`config.mk`:
```
export PLATFORM = sky130hd
export DESIGN_NAME = muldiv_unit
export DESIGN_NICKNAME = d
export VERILOG_FILES = /design/src/rtl/muldiv_unit.sv
export SDC_FILE = /design/constraint.sdc
export NUM_CORES = 1
export LEC_CHECK = 0
export BUFFER_PORTS_ARGS = -buffer_cell sky130_fd_sc_hd__clkbuf_2
export CAP_MARGIN = 0
export CORE_ASPECT_RATIO = 0.9
export CORE_MARGIN = 2
export CORE_UTILIZATION = 57
export CTS_CLUSTER_SIZE = 16
export DETAILED_ROUTE_END_ITERATION = 8
export GPL_ROUTABILITY_DRIVEN = 0
export PLACE_DENSITY = 0.8
export SYNTH_ARGS = -nofsm -noshare
export SYNTH_HDL_FRONTEND = slang
export SYNTH_SLANG_ARGS = --single-unit
export TNS_END_PERCENT = 20
```
`constraint.sdc`:
```
create_clock -name clk -period 8.12 [get_ports clk]
set_input_delay 0.406 -clock clk [delete_from_list [all_inputs] [get_ports clk]]
set_output_delay 0.406 -clock clk [all_outputs]
set_load 0.005 [all_outputs]
```
`src/rtl/muldiv_unit.sv`:
```
// Iterative 32-bit MIPS-style multiply/divide unit that owns the HI/LO registers.
// Define MULDIV_DIV_EN to build the restoring divider; otherwise DIV/DIVU complete at once as no-ops.
module muldiv_unit (
    input  logic        clk,
    input  logic        reset,
    input  logic        start,
    input  logic [1:0]  op,
    input  logic [31:0] a,
    input  logic [31:0] b,
    input  logic        flush,
    input  logic        hi_we,
    input  logic        lo_we,
    input  logic [31:0] wd,
    output logic        busy,
    output logic        done,
    output logic [31:0] hi,
    output logic [31:0] lo
);
    typedef enum logic [1:0] {IDLE, RUN, FIX, DONE} state_t;

    state_t      state_q;
    logic        busy_q, done_q;
    logic [31:0] hi_q, lo_q;
    logic [5:0]  cnt_q;
    logic [31:0] m_q, acc_q, q_q;
    logic        neg_q;

    logic        sgn;
    logic [31:0] abs_a, abs_b;
    logic [32:0] mul_sum;
    logic [63:0] prod;

    assign sgn   = ~op[0];
    assign abs_a = (sgn && a[31]) ? -a : a;
    assign abs_b = (sgn && b[31]) ? -b : b;

    // {acc,q} shifts right each step; the low bit of q selects whether m is added in.
    assign mul_sum = {1'b0, acc_q} + (q_q[0] ? {1'b0, m_q} : 33'd0);
    assign prod    = neg_q ? -{acc_q, q_q} : {acc_q, q_q};

`ifdef MULDIV_DIV_EN
    logic        is_div_q, neg_r_q, bz_q;
    logic [32:0] div_sh;
    logic [31:0] div_sub, quo_fix, rem_fix;
    logic        div_ge;

    assign div_sh  = {acc_q, q_q[31]};
    assign div_ge  = div_sh >= {1'b0, m_q};
    assign div_sub = div_sh[31:0] - m_q;
    // A zero divisor leaves all-ones quotient and the dividend as remainder; keep that quotient unsigned.
    assign quo_fix = (neg_q && !bz_q) ? -q_q : q_q;
    assign rem_fix = neg_r_q ? -acc_q : acc_q;
`endif

    always_ff @(posedge clk) begin
        if (reset) begin
            state_q <= IDLE;
            busy_q  <= 1'b0;
            done_q  <= 1'b0;
            hi_q    <= 32'd0;
            lo_q    <= 32'd0;
            cnt_q   <= 6'd0;
            m_q     <= 32'd0;
            acc_q   <= 32'd0;
            q_q     <= 32'd0;
            neg_q   <= 1'b0;
`ifdef MULDIV_DIV_EN
            is_div_q <= 1'b0;
            neg_r_q  <= 1'b0;
            bz_q     <= 1'b0;
`endif
        end else if (flush) begin
            state_q <= IDLE;
            busy_q  <= 1'b0;
            done_q  <= 1'b0;
        end else begin
            case (state_q)
                IDLE, DONE: begin
                    state_q <= IDLE;
                    done_q  <= 1'b0;
                    if (hi_we) hi_q <= wd;
                    if (lo_we) lo_q <= wd;
                    if (state_q == IDLE && start) begin
                        acc_q <= 32'd0;
                        cnt_q <= 6'd0;
                        neg_q <= sgn & (a[31] ^ b[31]);
`ifdef MULDIV_DIV_EN
                        is_div_q <= op[1];
                        neg_r_q  <= sgn & a[31];
                        bz_q     <= (b == 32'd0);
                        m_q      <= op[1] ? abs_b : abs_a;
                        q_q      <= op[1] ? abs_a : abs_b;
                        state_q  <= RUN;
                        busy_q   <= 1'b1;
`else
                        m_q <= abs_a;
                        q_q <= abs_b;
                        if (op[1]) begin
                            state_q <= DONE;
                            done_q  <= 1'b1;
                        end else begin
                            state_q <= RUN;
                            busy_q  <= 1'b1;
                        end
`endif
                    end
                end
                RUN: begin
                    cnt_q <= cnt_q + 6'd1;
`ifdef MULDIV_DIV_EN
                    if (is_div_q) begin
                        acc_q <= div_ge ? div_sub : div_sh[31:0];
                        q_q   <= {q_q[30:0], div_ge};
                    end else begin
                        acc_q <= mul_sum[32:1];
                        q_q   <= {mul_sum[0], q_q[31:1]};
                    end
`else
                    acc_q <= mul_sum[32:1];
                    q_q   <= {mul_sum[0], q_q[31:1]};
`endif
                    if (cnt_q == 6'd31) state_q <= FIX;
                end
                FIX: begin
`ifdef MULDIV_DIV_EN
                    if (is_div_q) begin
                        hi_q <= rem_fix;
                        lo_q <= quo_fix;
                    end else begin
                        hi_q <= prod[63:32];
                        lo_q <= prod[31:0];
                    end
`else
                    hi_q <= prod[63:32];
                    lo_q <= prod[31:0];
`endif
                    busy_q  <= 1'b0;
                    done_q  <= 1'b1;
                    state_q <= DONE;
                end
                default: state_q <= IDLE;
            endcase
        end
    end

    assign busy = busy_q;
    assign done = done_q;
    assign hi   = hi_q;
    assign lo   = lo_q;
endmodule

```
**Yosys cells after proc, flatten, opt, wreduce, memory -nomap -nowiden**

Cells that the tools add are included.

- Memories kept: 0
- Memory bits (writable): 0
- ROM bits: 0
- Logic and storage cells: 65
- Register bits after elaboration: 171
- Bits in latches: 0
- Output and inout port bits: 66
- Bits of input ports: 104

- Reduce and logical (&&, ||, !) cells: 13
- Multipliers: 0
- Bitwise logic cells: 4
- Eq/ne operators: 9
- Magnitude comparators: 0
- $add $sub $neg: 5
- Shift-type cells: 0
- Multiplexer cells: 24
- Divide/modulo/power cells: 0

Operator list:

| cell | number |
|---|---|
| 32-bit case mux with 2 select lines | 4 |
| 32-bit 2-to-1 mux | 7 |
| 64-bit 2-to-1 mux | 1 |
| 32-bit negation | 2 |
| 64-bit negation | 1 |
| 32-bit by 32-bit adder with 33-bit output | 1 |
| 3-bit AND reduction | 5 |
| 6-bit case mux with 2 select lines | 1 |
| 2-bit != test (second input constant) | 5 |
| 6-bit by 1-bit adder with 6-bit output (second input constant) | 1 |
| 6-bit by 5-bit equality test with 1-bit output (second input constant) | 1 |
| 2-bit 2-to-1 mux | 3 |
| 6-bit 2-to-1 mux | 1 |
| 2-bit case mux with 3 select lines | 1 |
| 2-bit equality test (second input constant) | 2 |
| 1-bit 2-to-1 mux | 4 |
| 1-bit case mux with 2 select lines | 2 |
| 2-bit nonzero test | 2 |
| 2-bit OR reduction | 2 |
| 1-bit logical AND | 3 |
| 2-bit by 1-bit equality test with 1-bit output (second input constant) | 1 |
| 2-bit logical NOT | 1 |
| 1-bit NOT | 2 |
| 1-bit AND | 1 |
| 1-bit bitwise XOR | 1 |

**Longest topological paths before layout**

Gate-level depths: netlist of the first run.

- Depth after elaboration: 5
- Depth in mapped cells: 15
- Depth with buffers taken out: 13

**Worst setup path after synthesis of the first run**

Ideal clock, no wire load.

- Path type: flip-flop to flip-flop
- Start: register q_q[14]
- End: register hi_q[31], in the netlist hi[31]
- Setup slack: 4430 ps
- Arrival: 3589 ps
- Stages on the path, launching flop included: 11
- Period minus slack after synthesis: 3690 ps
- Path through: dfxtp_1 > or4_4 > or4_1 > or4b_1 > buf_2 > or4_4 > or4_1 > o21ai_1 > xnor2_1 > nor2b_1 > o41ai_1

- Cells in the longest elaborated chain, start to end: 3

RTL lines:

| item | line | text |
|---|---|---|
| start, declared | 25 | `logic [31:0] m_q, acc_q, q_q;` |
| start signal, assigned | 97 | `q_q <= abs_b;` |
| start signal, assigned | 120 | `q_q <= {mul_sum[0], q_q[31:1]};` |
| 64-bit negation | 39 | `assign prod = neg_q ? -{acc_q, q_q} : {acc_q, q_q};` |
| 64-bit 2-to-1 mux | 39 |  |
| 32-bit case mux with 2 select lines | 77 | `case (state_q)` |
| end signal, assigned | 81 | `if (hi_we) hi_q <= wd;` |
| end signal, assigned | 134 | `hi_q <= prod[63:32];` |
| end, declared | 23 | `logic [31:0] hi_q, lo_q;` |

Every way passes these cells.
A chain may end at the register's enable or synchronous reset.

**Worst setup path after layout of the first run**

- Start: register q_q[7]
- End: register hi_q[31], in the netlist hi[31]

The elaborated chain is that of the path after synthesis.

==> flow_summary.ini, run 1 <==
[place]
place_inst = 1795
dp_hpwl_um = 24700
port_buffers = 169

[hold_path]
hold_path_startpoint = a[0]
holdPathStages = 3
hold_class = primary input to flip-flop

[setup_path]
cpMostUsedCell = or4_1
worst-setup-path-type = flip-flop to flip-flop
path_cells = or4_1 -> nor4_1 -> or4b_1 -> or4_4 -> or4_1 -> o21ai_1 -> xnor2_1 -> nor2b_1 -> o41ai_1
crit_required_ns = 8.46
end_kind = flip-flop
startpoint = q_q[7]$_SDFFE_PP0P_
r2r_cells = 9
crit_buf_inv = 0
regToRegStartpoint = q_q[7]$_SDFFE_PP0P_
critPathSlowestCell = or4_4
cp.arrival_ns = 4.48
slowest_delay_ns = 0.66
cp-start-kind = flip-flop
path_max_fanout = 13
crit_cells = 9
critical_path.top_delay_family = simple AND/OR/NAND/NOR gates

[pwr]
max-vdd-ir-drop_mv = 0.126
p_sw_w = 0.000718
p_sw_share_pct = 32.7
power_frac_clock_pct = 35.8
power_density_mw_per_mm2 = 174
p_leak_nw = 5.07
power_frac_comb_pct = 20.7
seq_power_share_pct = 43.5
p_int_w = 0.00147

[global_routing]
grt_max_degree = 109
use_met3_pct = 6.27
gr-usage-met1_pct = 46.6
grt.overflow.total = 0
grt_pass1_wl_um = 49900
top_usage_layer = met1
antenna_found_initial = 1
grt_pass1_vias = 9504
met2_usage_pct = 42.7
grt_usage_pct = 30.8

[logic_synthesis]
ys_seq_elements = 171
synthDistinctLibCells = 56
yosys_warnings = 0
ys_seq_area_share_pct = 30.8
syn_nets = 1616
synth.most_common_cell = nor2_1
ys.flop_type = dfxtp_1
syn_inst = 1471
synthTopCellsByArea = dfxtp_1 31%, xor2_1 7.3%, a21oi_1 6.2%, nor2_1 5.8%, nand2_1 5.4%
synth_top_cell_area_share_pct = 30.8
synth_edf_count = 0
yosys.area.top_type = dfxtp_1
postSynthAreaPerCell_um2 = 7.56
synth-async-reset-ratio_pct = 0
syn_area_mm2 = 0.0111
synth_common_cells = 173 x nor2_1, 171 x dfxtp_1, 160 x nand2_1

[route]
routed_wl_um = 32300
wl_per_cell_um = 17.7
viasPerCell = 6.08
ant_nets = 0
first_iter_violations = 1004
vias = 11100
dr.pass1.iters = 5
drc_errors = 0

[timing]
post-route-period-util_pct = 51.0
slew_violations = 0
maxSlewHeadroom_pct = 19.9
fin_worst_skew_ns = 0.0134
rsz0062_at_grt = no
tightest_slew_ns = 1.20
setup_tns_ns = 0
hold_viol = 0
max_freq_ghz = 0.241
setup_viol = 0
fin_crit_ns = 4.14

[die]
dieArea_mm2 = 0.0207
std_cell_rows = 48
start_util_pct = 58.1
ios = 170
die_w_um = 151
core-area_mm2 = 0.0192
die-height_um = 137

[finish]
syn_to_final_growth_pct = 13.0
diodes = 0
drive_gt1_share_pct = 14.2
nets = 1709
layoutNonFillerInstCount = 1827

[flow_run]
drv_cap = 0

[clock_tree]
ctsHoldBuffers = 0
cts_tree = built
cts_buffers = 17
clkSinkCount = 171
post_cts_buffers = 0
cts_resized = 0
clockBufferDepth = 2
clk_latency_ns = 0.44
ctsRootBufferMaster = clkbuf_16
cts.clk_slew.worst_paths_ns = 0.07
htree_levels = 4

[status]
status = finished, final reports clean
[power groups by stage]
stage	registers [W]	logic [W]	clock network (W)
floorplan	0.000950	0.000299	0
global placement	0.000966	0.000435	0
detailed placement	0.000970	0.000445	0
CTS	0.000951	0.000447	0.000792
global route	0.000959	0.000501	0.000827
finish	0.000954	0.000453	0.000785
[kinds of logic after synthesis]
family                     synth area share [%]
AOI/OAI and AO/OA                          27.7
adders and majority gates                  4.68
buffers and inverters                      4.23
xor gates and xnor gates                   11.2
DFF                                        30.8
muxes                                     0.360
and+or+nand+nor                            21.1
[cell type report]
class | instances | area [um^2]
clock inverter | 14 | 124
timing repair buffer | 180 | 931
multi-input combinational | 1175 | 7270
sequential | 171 | 3420
inverter | 19 | 71.3
tap | 250 | 313
fill | 1674 | 6590
clock buffer | 18 | 439
[through the flow]
stage | power (W) | cell area [um^2] | hold slack (ns) | setup slack [ns] | utilization (%)
finish | 0.00219 | 12600 | 0.245 | 3.98 | 65.6
global route | 0.00229 | 12600 | 0.246 | 3.82 | 65.6
CTS | 0.00219 | 12600 | 0.233 | 4.02 | 65.6
detailed placement | 0.00142 | 12000 | 0.444 | 4.04 | 62.7
global placement | 0.00140 | 12000 | 0.435 | 4.11 | 62.7
floorplan | 0.00125 | 11100 | 0.432 | 4.43 | -
[routing by layer]
layer	part of all wire, %	vias up
met4	2.8	2
met5	0.037	-
met1	48	5089
met3	9.1	50
met2	40	471
li1	-	5503
[tightest hold or removal path: cells and delay by family]
kind	cells	cell delay, ns
AOI/OAI and AO/OA	1	0.05
and+or+nand+nor	1	0.07
buffers and inverters	1	0.12
[cells in the final DEF, fill, tap and decap left out, types with 6 or more instances in the layout]
cell type	count
a2111oi_0	10
a211oi_1	67
a21o_1	30
a21oi_1	138
a22o_1	10
a22oi_1	9
a31oi_1	12
and2_1	36
buf_4	12
clkbuf_16	17
clkbuf_2	168
dfxtp_1	170
ha_1	38
inv_1	19
inv_6	6
nand2_1	160
nand2b_1	11
nand3_1	11
nand4_1	13
nor2_1	173
nor2b_1	9
nor3_1	21
nor4_1	14
o211ai_1	14
o21ai_0	100
o21bai_1	6
o221ai_1	6
o31ai_1	30
o41ai_1	19
or3_1	14
or4_1	16
xnor2_1	49
xor2_1	93
[flip-flops by register name, summed over array words and instances (netlist names)]
register / cells
cnt_q: 6
neg_q: 1
busy: 1
q_q: 32
hi: 32
lo: 32
m_q: 32
done: 1
state_q: 2
acc_q: 32
[worst paths after layout]
kind                                            end  slack [ns]
worst max-delay path            hi[31]$_SDFFE_PP0P_        3.98
worst min-delay path            m_q[0]$_SDFFE_PP0P_        0.24
worst max register to register  hi[31]$_SDFFE_PP0P_        3.98
worst min register to register  hi[16]$_SDFFE_PP0P_        0.46
(Power assumes the default switching activity.)
==> run 2: changes to the inputs <==
- ABC_AREA: unset -> 1
- PLACE_DENSITY: 0.8 -> 0.79
- clock period: 8.12 -> 4.05 ns (I/O delays scaled with it)
==> run 2 against run 1 <==
Against the previous run: power increased by 130%; clock-buffer cell count decreased by 1; global-route usage increased by 3.8 points; flip-flop and latch count unchanged; final area increased by 21%; first-iteration DRC count increased by 93%; sequential share of layout area decreased by 4.7 points; largest cell class unchanged; largest power group unchanged; highest routed layer unchanged.
==> flow_summary.ini, run 2 <==
[setup_path]
critPathSlowestCell = dfxtp_1
crit_required_ns = 4.42
slowest_delay_ns = 0.50
path_max_fanout = 32
cp-start-kind = flip-flop
crit_buf_inv = 4
path_cells = buf_4 -> nand2_1 -> inv_1 -> ha_1 -> inv_1 -> fa_1 -> inv_1 -> nand3_1 -> nand3_1 -> nand2_1 -> nand2_1 -> nand2_1 -> nand2_1 -> nand3_1 -> nand2_1 -> nand2_1 -> a21oi_1
cpMostUsedCell = nand2_1
worst-setup-path-type = flip-flop to flip-flop
crit_cells = 17
end_kind = flip-flop
critical_path.top_delay_family = simple AND/OR/NAND/NOR gates
r2r_cells = 17
cp.arrival_ns = 3.15

[timing]
setup_tns_ns = 0
tightest_slew_ns = 1.12
fin_worst_skew_ns = 0.0196
maxSlewHeadroom_pct = 25.5
slew_violations = 0
whs_ns = 0.0228
hold_viol = 0
setup_viol = 0
fin_crit_ns = 2.79
rsz0062_at_grt = no
max_freq_ghz = 0.359
post-route-period-util_pct = 68.9

[clock_tree]
ctsHoldBuffers = 0
clockBufferDepth = 2
post_cts_buffers = 0
cts_resized = 0
cts_tree = built
htree_levels = 4
cts_buffers = 17
ctsRootBufferMaster = clkbuf_16
cts.clk_slew.worst_paths_ns = 0.08
clk_latency_ns = 0.46
clkSinkCount = 171

[logic_synthesis]
synth.most_common_cell = nand2_1
synth_common_cells = 635 x nand2_1, 342 x inv_1, 288 x nor2_1
yosys_warnings = 0
yosys.area.top_type = dfxtp_1
syn_nets = 2513
synth_top_cell_area_share_pct = 25.2
ys.flop_type = dfxtp_1
ys_seq_elements = 171
synth_edf_count = 0
synthTopCellsByArea = dfxtp_1 25%, nand2_1 18%, inv_1 9.4%, nand3_1 8.6%, nor2_1 8.0%
ys_seq_area_share_pct = 25.2
syn_inst = 2368
synth-async-reset-ratio_pct = 0
synthDistinctLibCells = 49
postSynthAreaPerCell_um2 = 5.74
syn_area_mm2 = 0.0136

[global_routing]
antenna_found_initial = 1
grt_pass1_wl_um = 70400
grt_usage_pct = 34.6
grt_pass1_vias = 13700
grt_max_degree = 78
grt.overflow.total = 0

[finish]
layoutNonFillerInstCount = 2799
final_common_cell = nand2_1
layout_common_cells = 635 x nand2_1, 341 x inv_1, 287 x nor2_1
diodes = 0
nets = 2629
final_util_pct = 64.8
syn_to_final_growth_pct = 11.6
drive_gt1_share_pct = 11.6

[die]
dieArea_mm2 = 0.0251
std_cell_rows = 53
start_util_pct = 58.1
core-area_mm2 = 0.0234
die-height_um = 151
ios = 170
die_w_um = 167

[pwr]
power_density_mw_per_mm2 = 337
p_total_w = 0.00512
max-vdd-ir-drop_mv = 0.273
p_leak_nw = 7.79

[hold_path]
hold_class = primary input to flip-flop
holdPathStages = 3

[route]
first_iter_violations = 1940
ant_nets = 0
routed_wl_um = 44300
wl_per_cell_um = 15.8
vias = 15800
dr.pass1.iters = 6
drc_errors = 0
viasPerCell = 5.63

[flow_run]
drv_cap = 0

[place]
place_inst = 2767
dp_hpwl_um = 34100
port_buffers = 169

[status]
status = finished, final reports clean
run 2: cell families after synthesis:
group,count (synthesis),share of synthesized area (%)
AOI/OAI and AO/OA,428,17.0
adders and majority gates,41,3.83
and+or+nand+nor,1280,40.6
xor gates and xnor gates,18,1.16
buffers and inverters,430,12.2
DFF,171,25.2
run 2: tightest hold or removal path: stages:
cell and delay, ns:
clkbuf_2 0.10, nand2_1 0.06, a31oi_1 0.06
run 2: area by class of cell:
class	count	area, um^2
clock buffer	17	425
clock inverter	15	171
fill	2252	8240
inverter	344	1290
multi-input combinational	1767	8530
sequential	171	3420
tap	302	378
timing repair buffer	183	951
run 2: power breakdown:
| group | leakage [nW] | switching, W | internal, W |
|---|---|---|---|
| Sequential | 1.40 | 0.000139 | 0.00183 |
| Combinational | 6.10 | 0.000995 | 0.000474 |
| Clock | 0.290 | 0.000842 | 0.000835 |
| Total | 7.79 | 0.00198 | 0.00314 |
run 2: path summary, 6_finish.rpt:
path / start / to / slack (ns)
min: a[18] / m_q[18]$_SDFFE_PP0P_ / 0.02
min reg2reg: cnt_q[4]$_SDFFE_PP0P_ / cnt_q[4]$_SDFFE_PP0P_ / 0.46
max reg2reg: q_q[0]$_SDFFE_PP0P_ / acc_q[31]$_SDFFE_PP0P_ / 1.26
max: q_q[0]$_SDFFE_PP0P_ / acc_q[31]$_SDFFE_PP0P_ / 1.26
run 2: stage by stage:
step                setup slack, ns  area, um^2
global placement               1.40       14600
global route                  0.979       15200
CTS                            1.28       15200
finish                         1.26       15200
floorplan                      1.80       13600
detailed placement             1.32       14600
run 2: per-layer routing:
layer	share of wire [%]	up-vias	track usage [%]
met3	12	103	8.81
met4	2.8	2	10.4
met1	45	6907	51.0
met5	0.029	-	0
li1	-	7850	-
met2	40	902	49.2
